File: src/rtl/pool_channel_sched.sv
// rtl/pool_channel_sched.sv - per-layer channel scheduler for the LeNet-5 pooling stage
// Optional watchdog on the POOL wait is built in when POOL_WDOG_EN is defined.
module pool_channel_sched #(
    parameter int NUM_CH   = 16,
    parameter int CH_W     = 4,
    parameter int GAP_CYC  = 2,
    parameter int WDOG_CYC = 255
) (
    input  logic            clk,
    input  logic            rst_n,
    input  logic            start,
    input  logic            abort,
    input  logic            conv_done,
    input  logic            pool_done,
    output logic            conv_start,
    output logic            cal_en,
    output logic [CH_W-1:0] ch_sel,
    output logic            busy,
    output logic            layer_done,
    output logic            err
);

    typedef enum logic [2:0] {S_IDLE, S_CONV, S_POOL, S_GAP, S_DONE} state_t;

    localparam int              GW       = $clog2(GAP_CYC + 1);
    localparam logic [CH_W-1:0] LAST_CH  = CH_W'(NUM_CH - 1);
    localparam logic [GW-1:0]   GAP_LOAD = GW'(GAP_CYC);

    state_t          r_state, w_state;
    logic [GW-1:0]   r_gap, w_gap;
    logic [CH_W-1:0] r_ch_sel, w_ch_sel;
    logic            r_conv_start, w_conv_start;
    logic            r_cal_en, w_cal_en;
    logic            r_busy, w_busy;
    logic            r_layer_done, w_layer_done;
    logic            r_err, w_err;

`ifdef POOL_WDOG_EN
    localparam int            WW       = $clog2(WDOG_CYC + 1);
    localparam logic [WW-1:0] WDOG_LIM = WW'(WDOG_CYC);
    logic [WW-1:0] r_wdog, w_wdog;
`else
    // WDOG_CYC only takes effect when the watchdog is built in.
    if (WDOG_CYC < 1) begin : g_wdog_unused
    end
`endif

    always_ff @(posedge clk or negedge rst_n) begin
        if (!rst_n) begin
            r_state      <= S_IDLE;
            r_gap        <= '0;
            r_ch_sel     <= '0;
            r_conv_start <= 1'b0;
            r_cal_en     <= 1'b0;
            r_busy       <= 1'b0;
            r_layer_done <= 1'b0;
            r_err        <= 1'b0;
        end else begin
            r_state      <= w_state;
            r_gap        <= w_gap;
            r_ch_sel     <= w_ch_sel;
            r_conv_start <= w_conv_start;
            r_cal_en     <= w_cal_en;
            r_busy       <= w_busy;
            r_layer_done <= w_layer_done;
            r_err        <= w_err;
        end
    end

`ifdef POOL_WDOG_EN
    always_ff @(posedge clk or negedge rst_n) begin
        if (!rst_n) r_wdog <= '0;
        else        r_wdog <= w_wdog;
    end
`endif

    always_comb begin
        w_state      = r_state;
        w_gap        = r_gap;
        w_ch_sel     = r_ch_sel;
        w_conv_start = 1'b0;
        w_cal_en     = r_cal_en;
        w_busy       = r_busy;
        w_layer_done = 1'b0;
        w_err        = r_err;
`ifdef POOL_WDOG_EN
        w_wdog       = r_wdog;
`endif
        if (abort) begin
            w_state  = S_IDLE;
            w_ch_sel = '0;
            w_cal_en = 1'b0;
            w_busy   = 1'b0;
        end else begin
            case (r_state)
                S_IDLE: if (start) begin
                    w_state      = S_CONV;
                    w_ch_sel     = '0;
                    w_busy       = 1'b1;
                    w_conv_start = 1'b1;
                    w_err        = 1'b0;
                end
                S_CONV: if (conv_done) begin
                    w_state  = S_POOL;
                    w_cal_en = 1'b1;
`ifdef POOL_WDOG_EN
                    w_wdog   = WW'(1);
`endif
                end
                S_POOL: begin
                    if (pool_done) begin
                        w_state  = S_GAP;
                        w_cal_en = 1'b0;
                        w_gap    = GAP_LOAD;
                    end
`ifdef POOL_WDOG_EN
                    else if (r_wdog == WDOG_LIM) begin
                        w_state  = S_IDLE;
                        w_ch_sel = '0;
                        w_cal_en = 1'b0;
                        w_busy   = 1'b0;
                        w_err    = 1'b1;
                    end else begin
                        w_wdog = r_wdog + WW'(1);
                    end
`endif
                end
                S_GAP: begin
                    // Counter holds the number of GAP cycles still to run, this one included.
                    if (r_gap == GW'(1)) begin
                        if (r_ch_sel == LAST_CH) begin
                            w_state      = S_DONE;
                            w_layer_done = 1'b1;
                        end else begin
                            w_state      = S_CONV;
                            w_ch_sel     = r_ch_sel + CH_W'(1);
                            w_conv_start = 1'b1;
                        end
                    end else begin
                        w_gap = r_gap - GW'(1);
                    end
                end
                S_DONE: begin
                    w_state = S_IDLE;
                    w_busy  = 1'b0;
                end
                default: w_state = S_IDLE;
            endcase
        end
    end

    assign conv_start = r_conv_start;
    assign cal_en     = r_cal_en;
    assign ch_sel     = r_ch_sel;
    assign busy       = r_busy;
    assign layer_done = r_layer_done;
    assign err        = r_err;

endmodule

File: config.mk
export PLATFORM = sky130hd
export DESIGN_NAME = pool_channel_sched
export DESIGN_NICKNAME = d
export VERILOG_FILES = /design/src/rtl/pool_channel_sched.sv
export SDC_FILE = /design/constraint.sdc
export NUM_CORES = 1
export LEC_CHECK = 0
export CORE_MARGIN = 1.5
export CORE_UTILIZATION = 49
export CTS_CLUSTER_DIAMETER = 80
export DETAILED_ROUTE_END_ITERATION = 7
export GPL_ROUTABILITY_DRIVEN = 0
export GPL_TIMING_DRIVEN = 0
export PLACE_DENSITY = 0.77
export SYNTH_ARGS = -nofsm -noshare
export SYNTH_HDL_FRONTEND = slang
export SYNTH_SLANG_ARGS = --single-unit
export TNS_END_PERCENT = 10
File: constraint.sdc
create_clock -name clk -period 2.25 [get_ports clk]
set_clock_uncertainty 0.2 [all_clocks]
set_input_delay 0.45 -clock clk [delete_from_list [all_inputs] [get_ports clk]]
set_output_delay 0.45 -clock clk [all_outputs]
set_load 0.01 [all_outputs]
==> flow_summary.toml <==
[outcome]
status = "finished, final reports clean"

[layout]
synthToLayoutAreaGrowth_pct = 23.33
drive_above_1_share_pct = 11.22
nFillCells = 121
post-route-util_pct = 67.77
antenna-diode-count = 0
nets = 107

[pwr]
leakagePower_nw = 0.3918
power_mw = 0.4935
pwr-share-clk_pct = 29.7
p_sw_share_pct = 26.99
ir_worst_vdd_mv = 0.3588
net-switching-power_mw = 0.1332
p_int_mw = 0.3603
power_density_nw_per_um2 = 533.1
seqPwrFrac_pct = 51.8
combPwrFrac_pct = 18.4

[critical_path]
max_stage_delay_ns = 0.58
worstSetupStartpoint = "ch_sel[2]"
r2r_start = "r_gap[1]"
cp-end-kind = "output pin"
critPathBufInv = 1
critPathMaxFanout = 7
cp.arrival_ns = 1.31
path_cells = "clkdlybuf4s50_1"
path_delay_family = "buffers and inverters"
startpoint_type = "register"
critPathKind = "register to output pin"
cp.required_ns = 1.60
cp_slowest_cell = "clkdlybuf4s50_1"

[detailed_routing]
wl_met1_um = 754
first_pass_iters = 4
route.met2.wl_um = 742
wl_per_cell_um = 14.13
via_count = 659
wl_met3_um = 66
via_per_inst = 5.832
drc = 0
postRouteAntennaNets = 0
first_iter_violations = 19
top_layer = "met4"
wl_mm = 1.597

[die]
row_count = 13
fp.coreArea_um2 = 1366
ios = 15
start_util_pct = 54.95
die-height_um = 42.14
dieArea_um2 = 1776
die_w_um = 42.14

[logic_synthesis]
ys_ff_latch = 13
synth_edf_count = 0
ys.flop_type = "dfrtp_1"
synthDistinctLibCells = 32
async_flop_share_pct = 100.0
synth_cells = 81
seq_area_frac_synth_pct = 43.33
syn_avg_cell_area_um2 = 9.268
synth_area_um2 = 750.7
synthesis.nets = 89
yosysWarnings = 0

[sta]
finalSetupTns_ns = 0
max_freq_ghz = 0.5107
drv_slew = 0
hold_viol = 0
period_share_pct = 87.02
setup-violations-final = 0
rsz0062_at_grt = "no"
period_needed_ns = 1.958
slew_headroom_pct = 62.28
worst_pin_slew_ns = 0.5640
holdWs_ns = 0.3282
setup_ws_ns = 0.2920

[global_routing]
grt_pass1_vias = 647
antenna_found_initial = 0
track_usage_pct = 21.15
gr-total-overflow = 0
grt_max_degree = 14
grt_pass1_wl_mm = 2.856

[clock_network]
cts-buffers-inserted = 3
cts_root_buf = "clkbuf_4"
clockBufferDepth = 2
clk_pin_slew_ns = 0.08
cts_resized = 0
htreeDepth = 1
clock_sinks = 13
cts_tree = "yes"
cts_setup_buffers = 0
holdBufCountCts = 0
clock_latency_ns = 0.28

[place]
hpwl_mm = 1.166
port_buffers = 13
dp_worst_setup_slack_ns = 0.1373

[job]
maxCapViolCount = 0

[min_path]
hp-class = "primary input to async pin"
[cells in the mapped netlist, types with 2 or more instances]
cell | n | area share, %
clkbuf_1 | 2 | 1.0
a41oi_1 | 2 | 2.3
dfrtp_1 | 13 | 43
o21ai_0 | 6 | 4.0
nand3_1 | 3 | 2.0
a211oi_1 | 2 | 2.0
mux2i_1 | 2 | 2.7
buf_2 | 2 | 1.3
ha_1 | 2 | 3.3
nor3_1 | 4 | 2.7
a21oi_1 | 4 | 2.7
inv_1 | 4 | 2.0
nor3b_1 | 2 | 2.0
nor2_1 | 8 | 4.0
buf_4 | 2 | 2.0
nand2_1 | 6 | 3.0
nand4_1 | 2 | 1.7
[cell families (layout without fill, tap and decap cells)]
kind of cell | after synthesis | after routing | synth area share [%]
simple gates | 32 | 32 | 22.83
compound gates | 19 | 19 | 16.50
flops | 13 | 13 | 43.33
buf+inv | 10 | 27 | 6.333
mux | 4 | 4 | 7.166
fa+ha+maj | 2 | 2 | 3.333
other cells | 1 | 1 | 0.4995
[power groups by stage]
stage / clock, mW / combinational [mW] / sequential (mW)
floorplan: 0 / 0.0556 / 0.261
global placement: 0 / 0.0886 / 0.260
detailed placement: 0 / 0.0910 / 0.261
CTS: 0.150 / 0.0914 / 0.256
global route: 0.156 / 0.102 / 0.258
finish: 0.147 / 0.0910 / 0.256
[cells in the final DEF, fill, tap and decap left out, types with 2 or more instances in the layout]
master	Yosys	routed
dfrtp_1	13	13
o21ai_0	6	6
mux2i_1	2	2
ha_1	2	2
a41oi_1	2	2
nor3_1	4	4
nor3b_1	2	2
buf_4	2	2
nand2_1	6	6
inv_1	4	4
a21oi_1	4	4
a211oi_1	2	2
buf_2	2	2
clkbuf_4	0	3
nor2_1	8	8
clkdlybuf4s50_1	0	13
nand4_1	2	2
clkbuf_1	2	3
nand3_1	3	3
[area by class of cell]
class                           instances  area (um2)  area share (%)
Multi-Input combinational cell         58       377.9           40.81
Inverter                                4       15.01           1.622
Buffer                                  6       32.53           3.514
Clock buffer                            4       26.28           2.838
Timing Repair Buffer                   13       130.1           14.05
Sequential cell                        13       325.3           35.14
Tap cell                               15       18.77           2.027
[final timing paths]
path,endpoint,slack (ns),depth (start not counted)
min reg2reg,r_gap[0],0.35,1
max in group asynchronous,ch_sel[2],1.15,1
min in group clk,r_gap[0],0.35,1
max,ch_sel[2],0.29,1
min,r_state[0],0.33,1
max reg2reg,r_state[0],0.45,5
[flip-flops by register name (all words and copies together), names as in the netlist]
signal and flops:
busy 1, cal_en 1, ch_sel 4, conv_start 1
layer_done 1, r_gap 2, r_state 3
[stage by stage]
stage | area [um2] | std cells
after CTS | 925.9 | 113
final | 925.9 | 113
after floorplan | 750.7 | 81
after detailed placement | 899.6 | 109
after global routing | 925.9 | 113
after global placement | 899.6 | 109
[routing by layer]
layer | track usage (%) | vias to the layer above
li1 | - | 330
met1 | 26.29 | 309
met2 | 36.56 | 16
met3 | 2.586 | 4
met4 | 9.375 | 0
met5 | 0 | -
Note: power is estimated with default switching activity, not from simulation.
